==> config.mk <==
export PLATFORM = sky130hd
export DESIGN_NAME = load_store_unit_flat
export DESIGN_NICKNAME = d
export VERILOG_FILES = /design/src/rtl/load_store_unit_if.sv /design/src/rtl/load_store_unit.sv /design/src/flat_wrapper.sv
export SDC_FILE = /design/constraint.sdc
export NUM_CORES = 1
export LEC_CHECK = 0
export CORE_MARGIN = 1
export CORE_UTILIZATION = 44
export DETAILED_ROUTE_END_ITERATION = 8
export GPL_TIMING_DRIVEN = 0
export PLACE_DENSITY = 0.8
export SYNTH_ARGS = -nofsm -noshare
export SYNTH_HDL_FRONTEND = slang
export SYNTH_SLANG_ARGS = --single-unit
==> constraint.sdc <==
create_clock -name clk_i -period 2.9 [get_ports clk_i]
set_input_delay 0.725 -clock clk_i [delete_from_list [all_inputs] [get_ports clk_i]]
set_output_delay 0.725 -clock clk_i [all_outputs]
set_load 0.01 [all_outputs]
==> src/rtl/load_store_unit_if.sv <==
// ---------------------------------------------------------------------------
// load_store_unit_if
//
// Bundles the request/response handshake and the memory port of the
// load/store unit. Signal names keep the _i/_o suffixes as seen from the
// unit itself.
//
// Handshake: a request transfers on a rising edge where req_valid_i and
// req_ready_o are both 1. After that edge the request fields are
// don't-care. resp_valid_o is a one-cycle pulse that cannot be stalled.
//
// Modports:
//   slave  - the load_store_unit (receives requests, drives the memory port)
//   master - the execute stage / memory side (drives requests and read data)
// ---------------------------------------------------------------------------
interface load_store_unit_if #(
  parameter int ADDR_W = 12
);
  logic              req_valid_i;
  logic              req_ready_o;
  logic              is_store_i;
  logic [2:0]        funct3_i;
  logic [31:0]       addr_i;
  logic [31:0]       wdata_i;
  logic              resp_valid_o;
  logic [31:0]       rdata_o;
  logic              fault_o;
  logic              mem_en_o;
  logic              mem_wr_en_o;
  logic [ADDR_W-1:0] mem_addr_o;
  logic [31:0]       mem_data_o;
  logic [31:0]       mem_data_i;

  modport slave (
    input  req_valid_i, is_store_i, funct3_i, addr_i, wdata_i, mem_data_i,
    output req_ready_o, resp_valid_o, rdata_o, fault_o,
           mem_en_o, mem_wr_en_o, mem_addr_o, mem_data_o
  );

  modport master (
    output req_valid_i, is_store_i, funct3_i, addr_i, wdata_i, mem_data_i,
    input  req_ready_o, resp_valid_o, rdata_o, fault_o,
           mem_en_o, mem_wr_en_o, mem_addr_o, mem_data_o
  );
endinterface

==> src/rtl/load_store_unit.sv <==
// ---------------------------------------------------------------------------
// load_store_unit
//
// Takes one RV32I load/store at a time, decodes funct3 and runs it against a
// fixed-latency, word-wide, byte-addressed memory. Loads are sign/zero
// extended; byte and halfword stores are read-modify-write because the
// memory always writes a whole word.
//
// Ports:
//   clk_i        clock, rising edge
//   reset_i      asynchronous reset, active low
//   bus          load_store_unit_if.slave: request/response + memory port
//   dbg_state_o  current FSM state (IDLE=0 READ=1 WRITE=2 FAULT=3 RESP=4)
//
// Parameters:
//   MEM_LATENCY  cycles each memory access is held (>= 2)
//   ADDR_W       memory address width; upper request address bits ignored
// ---------------------------------------------------------------------------
module load_store_unit #(
  parameter int MEM_LATENCY = 6,
  parameter int ADDR_W      = 12
) (
  input  logic               clk_i,
  input  logic               reset_i,
  load_store_unit_if.slave   bus,
  output logic [2:0]         dbg_state_o
);

  localparam logic [2:0] S_IDLE  = 3'd0;
  localparam logic [2:0] S_READ  = 3'd1;
  localparam logic [2:0] S_WRITE = 3'd2;
  localparam logic [2:0] S_FAULT = 3'd3;
  localparam logic [2:0] S_RESP  = 3'd4;

  localparam int               CNT_W    = $clog2(MEM_LATENCY) + 1;
  localparam logic [CNT_W-1:0] CNT_LAST = CNT_W'(MEM_LATENCY - 1);

  localparam logic [2:0] F3_B  = 3'b000;
  localparam logic [2:0] F3_H  = 3'b001;
  localparam logic [2:0] F3_W  = 3'b010;
  localparam logic [2:0] F3_BU = 3'b100;
  localparam logic [2:0] F3_HU = 3'b101;

  logic [2:0]        r_state;
  logic [CNT_W-1:0]  r_cnt;
  logic              r_is_store;
  logic [2:0]        r_funct3;
  logic [15:0]       r_wdata;
  logic [31:0]       r_rdata;
  logic              r_fault;
  logic [ADDR_W-1:0] r_mem_addr;
  logic [31:0]       r_mem_data;

  logic              w_accept;
  logic              w_fault;
  logic              w_cnt_done;
  logic [31:0]       w_load_data;
  logic [31:0]       w_merge;
  logic              w_unused_addr;

  // Memory wraps the address internally, so the high request bits are dropped.
  assign w_unused_addr = |bus.addr_i[31:ADDR_W];

  assign w_accept   = bus.req_valid_i && (r_state == S_IDLE);
  assign w_cnt_done = (r_cnt == '0);

  // Illegal funct3, unsigned stores and misaligned H/W accesses all fault.
  always_comb begin
    w_fault = 1'b0;
    case (bus.funct3_i)
      F3_B:    w_fault = 1'b0;
      F3_H:    w_fault = bus.addr_i[0];
      F3_W:    w_fault = |bus.addr_i[1:0];
      F3_BU:   w_fault = bus.is_store_i;
      F3_HU:   w_fault = bus.is_store_i | bus.addr_i[0];
      default: w_fault = 1'b1;
    endcase
  end

  // The addressed byte is always in the low lane of the read word.
  always_comb begin
    w_load_data = bus.mem_data_i;
    case (r_funct3)
      F3_B:    w_load_data = {{24{bus.mem_data_i[7]}}, bus.mem_data_i[7:0]};
      F3_BU:   w_load_data = {24'd0, bus.mem_data_i[7:0]};
      F3_H:    w_load_data = {{16{bus.mem_data_i[15]}}, bus.mem_data_i[15:0]};
      F3_HU:   w_load_data = {16'd0, bus.mem_data_i[15:0]};
      default: w_load_data = bus.mem_data_i;
    endcase
  end

  // Only SB/SH reach the merge path; funct3[0] separates H from B.
  // Bytes above the store width are written back with their own values.
  assign w_merge = r_funct3[0] ? {bus.mem_data_i[31:16], r_wdata}
                               : {bus.mem_data_i[31:8],  r_wdata[7:0]};

  always_ff @(posedge clk_i or negedge reset_i) begin
    if (!reset_i) begin
      r_state    <= S_IDLE;
      r_cnt      <= '0;
      r_is_store <= 1'b0;
      r_funct3   <= 3'd0;
      r_wdata    <= 16'd0;
      r_rdata    <= 32'd0;
      r_fault    <= 1'b0;
      r_mem_addr <= '0;
      r_mem_data <= 32'd0;
    end else begin
      case (r_state)
        S_IDLE: begin
          if (w_accept) begin
            r_is_store <= bus.is_store_i;
            r_funct3   <= bus.funct3_i;
            r_wdata    <= bus.wdata_i[15:0];
            r_mem_addr <= bus.addr_i[ADDR_W-1:0];
            r_cnt      <= CNT_LAST;
            if (w_fault) begin
              r_state <= S_FAULT;
            end else if (bus.is_store_i && (bus.funct3_i == F3_W)) begin
              // Full-word store needs no read; go straight to the write.
              r_state    <= S_WRITE;
              r_mem_data <= bus.wdata_i;
            end else begin
              r_state <= S_READ;
            end
          end
        end
        S_READ: begin
          if (w_cnt_done) begin
            if (r_is_store) begin
              r_state    <= S_WRITE;
              r_mem_data <= w_merge;
              r_cnt      <= CNT_LAST;
            end else begin
              r_state <= S_RESP;
              r_rdata <= w_load_data;
            end
          end else begin
            r_cnt <= r_cnt - CNT_W'(1);
          end
        end
        S_WRITE: begin
          if (w_cnt_done) begin
            r_state <= S_RESP;
          end else begin
            r_cnt <= r_cnt - CNT_W'(1);
          end
        end
        S_FAULT: begin
          r_state <= S_RESP;
          r_fault <= 1'b1;
        end
        S_RESP: begin
          // Response fields only carry meaning during the pulse.
          r_state <= S_IDLE;
          r_rdata <= 32'd0;
          r_fault <= 1'b0;
        end
        default: r_state <= S_IDLE;
      endcase
    end
  end

  // Everything below decodes registered state, so the memory port only
  // moves on clock edges (or asynchronously on reset).
  assign bus.req_ready_o  = (r_state == S_IDLE);
  assign bus.resp_valid_o = (r_state == S_RESP);
  assign bus.rdata_o      = r_rdata;
  assign bus.fault_o      = r_fault;
  assign bus.mem_en_o     = (r_state == S_READ) || (r_state == S_WRITE);
  assign bus.mem_wr_en_o  = (r_state == S_WRITE);
  assign bus.mem_addr_o   = r_mem_addr;
  assign bus.mem_data_o   = r_mem_data;
  assign dbg_state_o      = r_state;

endmodule

==> src/flat_wrapper.sv <==
// flat-port wrapper written by rule: the top's interface ports become plain ports
module load_store_unit_flat 
#(
  parameter int MEM_LATENCY = 6,
  parameter int ADDR_W      = 12
)
  (clk_i, reset_i, dbg_state_o, bus_req_valid_i, bus_is_store_i, bus_funct3_i, bus_addr_i, bus_wdata_i, bus_mem_data_i, bus_req_ready_o, bus_resp_valid_o, bus_rdata_o, bus_fault_o, bus_mem_en_o, bus_mem_wr_en_o, bus_mem_addr_o, bus_mem_data_o);
  load_store_unit_if #(.ADDR_W(ADDR_W)) bus_i ();
  input  logic clk_i;
  input  logic reset_i;
  output logic [2:0] dbg_state_o;
  input wire logic [$bits(bus_i.req_valid_i)-1:0] bus_req_valid_i;
  input wire logic [$bits(bus_i.is_store_i)-1:0] bus_is_store_i;
  input wire logic [$bits(bus_i.funct3_i)-1:0] bus_funct3_i;
  input wire logic [$bits(bus_i.addr_i)-1:0] bus_addr_i;
  input wire logic [$bits(bus_i.wdata_i)-1:0] bus_wdata_i;
  input wire logic [$bits(bus_i.mem_data_i)-1:0] bus_mem_data_i;
  output wire logic [$bits(bus_i.req_ready_o)-1:0] bus_req_ready_o;
  output wire logic [$bits(bus_i.resp_valid_o)-1:0] bus_resp_valid_o;
  output wire logic [$bits(bus_i.rdata_o)-1:0] bus_rdata_o;
  output wire logic [$bits(bus_i.fault_o)-1:0] bus_fault_o;
  output wire logic [$bits(bus_i.mem_en_o)-1:0] bus_mem_en_o;
  output wire logic [$bits(bus_i.mem_wr_en_o)-1:0] bus_mem_wr_en_o;
  output wire logic [$bits(bus_i.mem_addr_o)-1:0] bus_mem_addr_o;
  output wire logic [$bits(bus_i.mem_data_o)-1:0] bus_mem_data_o;
  assign bus_i.req_valid_i = bus_req_valid_i;
  assign bus_i.is_store_i = bus_is_store_i;
  assign bus_i.funct3_i = bus_funct3_i;
  assign bus_i.addr_i = bus_addr_i;
  assign bus_i.wdata_i = bus_wdata_i;
  assign bus_i.mem_data_i = bus_mem_data_i;
  assign bus_req_ready_o = bus_i.req_ready_o;
  assign bus_resp_valid_o = bus_i.resp_valid_o;
  assign bus_rdata_o = bus_i.rdata_o;
  assign bus_fault_o = bus_i.fault_o;
  assign bus_mem_en_o = bus_i.mem_en_o;
  assign bus_mem_wr_en_o = bus_i.mem_wr_en_o;
  assign bus_mem_addr_o = bus_i.mem_addr_o;
  assign bus_mem_data_o = bus_i.mem_data_o;
  load_store_unit #(.MEM_LATENCY(MEM_LATENCY), .ADDR_W(ADDR_W)) u_core (.clk_i(clk_i), .reset_i(reset_i), .bus(bus_i), .dbg_state_o(dbg_state_o));
endmodule
==> After elaboration in Yosys (flattened, before gate mapping) <==
Cells that the tools add are included.
{ "totals": {"ff_bits": 104, "input_bits": 103, "output_inout_bits": 84, "word_cells": 73} }
{ "op_classes": {"add_sub_neg": 1, "n_eq_ne": 20, "mux": 25, "bitwise_logic": 1, "n_reduce_logical": 17} }
{ "ops": {"columns": ["cell", "n"], "rows": [
  ["two-way mux 32 bit", 7],
  ["case mux 32 bit (2 select lines)", 2],
  ["case mux 32 bit (4 select lines)", 1],
  ["two-way mux 16 bit", 1],
  ["two-way mux 4 bit", 4],
  ["== test 3 bit (second input constant)", 5],
  ["two-way mux 3 bit", 5],
  ["case mux 3 bit (4 select lines)", 1],
  ["case mux 4 bit (3 select lines)", 1],
  ["!= test 2 x 1 -> 1 bit (second input constant)", 5],
  ["== test 3 x 1 -> 1 bit (second input constant)", 3],
  ["== test 3 x 2 -> 1 bit (second input constant)", 3],
  ["logical NOT 3 bit", 3],
  ["!= test 2 bit (second input constant)", 3],
  ["AND reduction 3 bit", 2],
  ["AND reduction 6 bit", 1],
  ["nonzero test 2 bit", 3],
  ["case mux 1 bit (5 select lines)", 1],
  ["logical NOT 4 bit", 1],
  ["AND reduction 4 bit", 1],
  ["subtractor 4 x 1 -> 4 bit (second input constant)", 1],
  ["!= test 3 x 2 -> 1 bit (second input constant)", 1],
  ["nonzero test 3 bit", 1],
  ["logical AND 1 bit", 2],
  ["6 further kinds", 6]
]} }

==> Depth between registers and ports, before layout <==
Gate-level depths: netlist of run 1.
{ "depth": {"word_depth": 6, "mapped_depth": 8, "depth_no_buf": 6} }

==> Worst setup path after synthesis of run 1 <==
Ideal clock, no wire load.
{ "synth_path": {"path_type": "input port to flip-flop", "startpoint": "input port bus_funct3_i[2]", "endpoint": "register u_core.r_mem_data[16], in the netlist u_core.bus.mem_data_o[16]", "setup_ns": 0.125, "t_arrival_ns": 2.093, "t_required_ns": 2.775, "path_slack_ns": 0.682, "stages": 5, "n_path_buf": 1, "path_cell_list": "or4_4 -> nor4_2 -> o21ai_2 -> buf_6 -> mux2_4"} }
{ "synth_between": {"elab_chain_cells": 4, "elab_cells_between_ends": 10, "classes_between": "eq/ne: 6; mux: 1; reduce/logical: 3"} }
{ "synth_rtl": {"columns": ["element", "line_no", "rtl"], "rows": [
  ["start: declaration", "flat_wrapper.sv:14", "input wire logic [$bits(bus_i.funct3_i)-1:0] bus_funct3_i;"],
  ["== test 3 bit (tied with other cells)", "load_store_unit.sv:70", "case (bus.funct3_i)"],
  ["case mux 1 bit (5 select lines) / logical AND 1 bit (equally long branches)", "load_store_unit.sv:70, load_store_unit.sv:119", null],
  ["!= test 2 bit (no line) / != test 2 x 1 -> 1 bit (equally long branches)", null, null],
  ["AND reduction 6 bit (no line) (*)", null, null],
  ["end signal: assignment", "load_store_unit.sv:122", "r_mem_data <= bus.wdata_i;"],
  ["end signal: assignment", "load_store_unit.sv:132", "r_mem_data <= w_merge;"],
  ["end: declaration", "load_store_unit.sv:52", "logic [31:0] r_mem_data;"]
]} }
Every way passes the cells marked *; elsewhere a longest branch is shown, timed or not.
A chain may end at the register's enable or synchronous reset.

==> Worst setup path in the final report of run 1 <==
{ "layout_path": {"startpoint": "register u_core.r_state[0], in the netlist u_core.dbg_state_o[0]", "endpoint": "output port bus_mem_wr_en_o"} }
{ "layout_between": {"elab_chain_cells": 1} }
{ "layout_rtl": {"columns": ["element", "line_no", "rtl"], "rows": [
  ["start: declaration", "load_store_unit.sv:44", "logic [2:0] r_state;"],
  ["start signal: assignment", "load_store_unit.sv:99", "r_state <= S_IDLE;"],
  ["start signal: assignment", "load_store_unit.sv:118", "r_state <= S_FAULT;"],
  ["start signal: assignment", "load_store_unit.sv:121", "r_state <= S_WRITE;"],
  ["== test 3 x 2 -> 1 bit", "load_store_unit.sv:171", "assign bus.mem_wr_en_o = (r_state == S_WRITE);"],
  ["end: declaration", "flat_wrapper.sv:23", "output wire logic [$bits(bus_i.mem_wr_en_o)-1:0] bus_mem_wr_en_o;"]
]} }
Every way passes these cells.

==> results_dict.tcl, run 1 <==
set metrics [dict create \
    worst_pin_slew_ns 0.815 \
    ctsResizeCount 0 \
    drt_iter0_drc 144 \
    syn-cell-area_um2 4880 \
    avgRoutedWirePerCell_um 17.1 \
    power.density_nw_per_um2 1010 \
    period_share_pct 88.2 \
    finalSetupViolCount 0 \
    globalplace.congestion 0.815 \
    cts_tree "yes" \
    grt_usage_pct 21.4 \
    hold_violations 0 \
    cts_made_buffers 9 \
    reg2reg_depth 5 \
    grt_pass1_vias 3752 \
    report.final.slew_viol_count 0 \
    vias_per_cell 5.25 \
    synth-main-ff-cell "dfrtp_1" \
    leakage_uw 0.00315 \
    fin_nets 661 \
    synth-edff-count 0 \
    cp-end-kind "output pin" \
    cp_max_fo 18 \
    max_stage_delay_ns 0.54 \
    synth-seq-cells 104 \
    drive_gt1_share_pct 21.6 \
    whs_ns 0.460 \
    cts_max_level 3 \
    layout_min_cycle_time_ns 2.56 \
    grt_pass1_wl_um 19000 \
    p_total_uw 7100 \
    arrival_ns 1.83 \
    ant_nets 0 \
    clock_sinks 104 \
    synth_cells 379 \
    die_w_um 107 \
    required_ns 2.17 \
    avgSynthCellArea_um2 12.9 \
    initial_utilization_pct 45.0 \
    rsz0062_at_grt "false" \
    synth_cell_types 44 \
    die_h_um 107 \
    route.vias.total 3677 \
    outcome "complete, no violations" \
    maxCapViolCount 0 \
    overflow 0 \
    slew_headroom_pct 45.7 \
    synthArstFlopShare_pct 100 \
    area.growth.synth_to_final_pct 43.4 \
    cp_slowest_cell "clkdlybuf4s50_1" \
    antenna_found_initial 0 \
    die-area_um2 11500 \
    io_buffer_count 166 \
    post-cts-setup-buffers 0 \
    holdBufCountCts 0 \
    grt_max_degree 63 \
    min_path_type "in -> async" \
    yosys_warnings 0 \
    clk_latency_ns 0.36 \
    first_pass_iters 4 \
    place_hpwl_um 8800 \
    fillCellCount 862 \
    diodes 0 \
    ys_seq_area_share_pct 53.3 \
    path_clk_slew_ns 0.09 \
    fmax_mhz 391 \
    wirelength_um 12000 \
    crit_chain "buf_2, nand2b_1, nor2_1, clkdlybuf4s50_1" \
    drcViolationCount 0 \
    fin_util_pct 64.6 \
    crit_type "reg -> out" \
    root_buffer "clkbuf_8" \
    boundaryPins 187 \
    num_rows 38 \
    syn_nets 484 \
    skew_ns 0.00985 \
    startpoint_type "flip-flop" \
    clk_path_buf_depth 2 \
    design.core.area_um2 10800 \
    peakVddDrop_v 0.000532 \
]
==> path summary, 6_finish.rpt <==
check,from,endpoint,slack [ns]
min,reset_i,u_core.bus.mem_addr_o[8]$_DFFE_PN0P_,0.46
min reg2reg,u_core.bus.rdata_o[19]$_DFFE_PN0P_,u_core.bus.rdata_o[19]$_DFFE_PN0P_,0.50
max reg2reg,u_core.dbg_state_o[0]$_DFFE_PN0P_,u_core.bus.mem_data_o[18]$_DFFE_PN0P_,0.47
min in group clk_i,u_core.bus.rdata_o[19]$_DFFE_PN0P_,u_core.bus.rdata_o[19]$_DFFE_PN0P_,0.50
max in group asynchronous,reset_i,u_core.bus.mem_data_o[0]$_DFFE_PN0P_,1.73
max,u_core.dbg_state_o[0]$_DFFE_PN0P_,bus_mem_wr_en_o,0.34
==> cell type report <==
cell class	instances	area [um2]	share of cell area, %
Buffer	24	139	1.98
Tap cell	140	175	2.50
Inverter	13	48.8	0.697
Sequential cell	104	2600	37.2
Timing Repair Buffer	167	1680	24.0
Clock buffer	11	141	2.02
Clock inverter	5	128	1.82
Multi-Input combinational cell	237	2090	29.8
==> critical path: cells and delay by family, from the launching register on <==
| kind | cells | cell delay (ns) |
|---|---|---|
| buffers and inverters | 2 | 0.77 |
| AND/OR/NAND/NOR | 2 | 0.31 |
| flip-flops | 1 | 0.40 |
==> cells in the final DEF (no fill, tap or decap), drive strengths merged, types with 2 or more instances in the layout <==
cell type      instances
clkbuf                19
a22o                  16
mux2                  80
nor3b                  2
or4                    2
bufinv                 4
nor2                   6
clkdlybuf4s50        165
o211ai                 2
nor2b                 18
o21ai                 23
and2                   2
nor3                   4
nand2                 22
dfrtp                104
nor4b                  2
buf                   18
ha                     2
inv                   13
a21oi                  4
nor4                   3
o2bb2ai               16
a21o                   2
nand3                  2
mux2i                 17
==> cell families after synthesis <==
group | after synthesis | share of synthesized area, %
multiplexers | 97 | 23.6
buffers and inverters | 38 | 3.92
AO/OA/AOI/OAI | 67 | 10.1
flip-flops | 104 | 53.3
adder cells (fa/ha/maj) | 2 | 0.512
AND/OR/NAND/NOR | 70 | 8.40
XOR/XNOR | 1 | 0.179
==> synth_stat cells, types with 6 or more instances <==
library cell | number | area (um2)
o2bb2ai_1 | 16 | 140
nor2_1 | 6 | 22.5
nor2b_1 | 18 | 113
inv_1 | 13 | 48.8
mux2i_1 | 17 | 170
o21ai_0 | 21 | 105
a22o_1 | 16 | 140
nand2_1 | 22 | 82.6
clkbuf_1 | 8 | 30.0
mux2_4 | 22 | 330
mux2_2 | 58 | 653
buf_2 | 9 | 45.0
dfrtp_1 | 104 | 2600
==> per-layer routing <==
| layer | track usage (%) | wire length [um] | vias up |
|---|---|---|---|
| li1 | - | - | 1710 |
| met1 | 28.0 | 5190 | 1819 |
| met2 | 35.0 | 5860 | 132 |
| met3 | 5.02 | 746 | 16 |
| met4 | 6.95 | 188 | 0 |
| met5 | 0 | 0 | - |
==> registers in the layout (all words and copies together), names as in the netlist <==
register and flops:
u_core.r_cnt 4, u_core.bus.rdata_o 32, u_core.r_is_store 1, u_core.bus.mem_addr_o 12, u_core.dbg_state_o 3, u_core.r_funct3 3, u_core.bus.mem_data_o 32, u_core.r_wdata 16
u_core.bus.fault_o 1
==> metrics by stage <==
step                worst slack, ns  setup TNS (ns)  cells  instance area (um2)
CTS                          0.0549               0    702                 7010
floorplan                     0.682               0    379                 4880
global route                  0.221               0    701                 7000
global placement              -2.83         -293.08    685                 6720
finish                        0.341               0    701                 7000
detailed placement           0.0665               0    686                 6740
==> power by group <==
group / switching, uW / leakage, uW / internal (uW)
clock: 488 / 0.000130 / 685
combinational: 1420 / 0.00172 / 2020
sequential: 390 / 0.00130 / 2090
(Power assumes the default switching activity.)
==> inputs of run 2 (changes only) <==
- GPL_TIMING_DRIVEN: 0 -> 1
==> run 2 against run 1 <==
Effect of this change:
- count of clock-buffer cells in the layout grew 3
- routed wire length shrank 2.0%
- worst hold slack worse by 0.086 ns
- critical path type unchanged
- core utilization down 0.96 points
- largest cell class unchanged
- global-route usage fell by 0.12 points
==> results_dict.tcl, run 2 (same netlist as run 1, synthesis figures left out) <==
set metrics [dict create \
    outcome "complete, no violations" \
    num_rows 38 \
    layout_common_cells "165 x clkdlybuf4s50_1, 104 x dfrtp_1, 58 x mux2_2" \
    hold_violations 0 \
    power.density_nw_per_um2 984 \
    r2r-start "u_core.dbg_state_o[0]$_DFFE_PN0P_" \
    clk_latency_ns 0.38 \
    place_hpwl_um 8160 \
    cts_made_buffers 9 \
    clk_path_buf_depth 2 \
    cp_max_fo 19 \
    p_total_uw 6790 \
    cp-end-kind "output pin" \
    reg2reg_depth 5 \
    swShare_pct 33.4 \
    boundaryPins 187 \
    tns_ns 0 \
    rsz0062_at_grt "false" \
    skew_ns 0.00607 \
    io_buffer_count 166 \
    peakVddDrop_v 0.000549 \
    r2r_setup_slack_ns 0.43 \
    fmax_mhz 373 \
    period_share_pct 92.5 \
    antenna_found_initial 0 \
    cellInternalPower_uw 4520 \
    report.final.slew_viol_count 0 \
    wirelength_um 11700 \
    cts_tree "yes" \
    drive_gt1_share_pct 21.4 \
    globalplace.congestion 0.805 \
    holdBufCountCts 0 \
    ctsResizeCount 0 \
    drt_iter0_drc 99 \
    power.switching_uw 2270 \
    crit_type "reg -> out" \
    fin_nets 647 \
    finalSetupViolCount 0 \
    crit_start "u_core.dbg_state_o[0]$_DFFE_PN0P_" \
    grt_usage_pct 21.3 \
    final_common_cell "clkdlybuf4s50_1" \
    ant_nets 0 \
    route.vias.total 3641 \
    whs_ns 0.375 \
    die-area_um2 11500 \
    grt_max_degree 54 \
    worst_pin_slew_ns 0.762 \
    layout_min_cycle_time_ns 2.68 \
    required_ns 2.17 \
    slew_headroom_pct 48.5 \
    arrival_ns 1.96 \
    power_frac_clock_pct 13.4 \
    die_w_um 107 \
    path_clk_slew_ns 0.09 \
    area.growth.synth_to_final_pct 41.3 \
    grt_pass1_vias 3749 \
    startpoint_type "flip-flop" \
    design.core.area_um2 10800 \
    root_buffer "clkbuf_8" \
    leakage_uw 0.00311 \
    post-cts-setup-buffers 0 \
    first_pass_iters 4 \
    critPathCapture "bus_mem_en_o" \
    avgRoutedWirePerCell_um 17.1 \
    r2r-end "u_core.bus.rdata_o[30]$_DFFE_PN0P_" \
    cts_max_level 3 \
    vias_per_cell 5.30 \
    fin_util_pct 63.6 \
    min_path_type "in -> async" \
    overflow 0 \
    clock_sinks 104 \
    drcViolationCount 0 \
    grt_pass1_wl_um 18800 \
    initial_utilization_pct 45.0 \
    die_h_um 107 \
    p_comb_share_pct 48.4 \
    diodes 0 \
    sequentialPowerShare_pct 38.2 \
    maxCapViolCount 0 \
]
[run 2: cell count changes in the layout (fill, tap and decap cells not counted), moves of 4 or more]
cell and delta:
buf_4 +7, bufinv_16 -4, buf_6 -4, buf_2 -9, clkbuf_1 -9, clkbuf_8 +4
[run 2: power groups by stage]
stage	Combinational (uW)	Sequential [uW]	Clock, uW
floorplan	1710	2660	0
global placement	3210	2580	0
detailed placement	3310	2610	0
CTS	3330	2600	944
global route	3520	2690	995
finish	3280	2590	908
[run 2: worst min path at each step]
stage / startpoint / to / slack [ns] / cells past startpoint
2_1_floorplan: reset_i / u_core.bus.fault_o$_DFFE_PN0P_ / 0.43 / 0
4_1_cts: reset_i / u_core.bus.mem_addr_o[8]$_DFFE_PN0P_ / 0.39 / 1
5_1_grt: reset_i / u_core.bus.mem_addr_o[10]$_DFFE_PN0P_ / 0.43 / 1
6_report: reset_i / u_core.bus.mem_addr_o[10]$_DFFE_PN0P_ / 0.37 / 1
3_5_place_dp: u_core.bus.rdata_o[29]$_DFFE_PN0P_ / u_core.bus.rdata_o[29]$_DFFE_PN0P_ / 0.47 / 1
3_3_place_gp: u_core.bus.rdata_o[23]$_DFFE_PN0P_ / u_core.bus.rdata_o[23]$_DFFE_PN0P_ / 0.47 / 1
[run 2: per-stage QoR]
stage	area (um2)	worst slack, ns	std cells
floorplan	4880	0.682	379
global placement	6700	0.117	671
detailed placement	6700	0.0700	671
CTS	6900	0.172	687
global route	6900	0.0768	687
finish	6900	0.219	687
[run 2: cell type report]
class                   instances  area (um2)
clock buffers                  14         193
clock inverters                 2        10.0
fillers                       857        3940
inverters                      13        48.8
multi-input cells             237        2100
flip-flops and latches        104        2600
well taps                     140         175
repair buffers                177        1770
[run 2: metal layers]
metal	routed length (um)	share of wire [%]	vias up	track usage, %
met5	0	0	-	0
met4	132	1.1	0	5.77
met2	5900	50	121	36.3
met1	4870	41	1815	25.8
li1	-	-	1692	-
met3	833	7.1	13	7.02
[run 2: worst max-delay path, stage by stage, from the launching register on]
cell and delay [ns]:
dfrtp_1 0.73, xnor2_1 0.19, nor2_1 0.12, clkdlybuf4s50_1 0.54
==> inputs of run 3 (changes only) <==
- CTS_CLUSTER_SIZE: not set -> 14
==> results of run 3 <==
Final layout, timing and power as in run 2 (identical DEF).
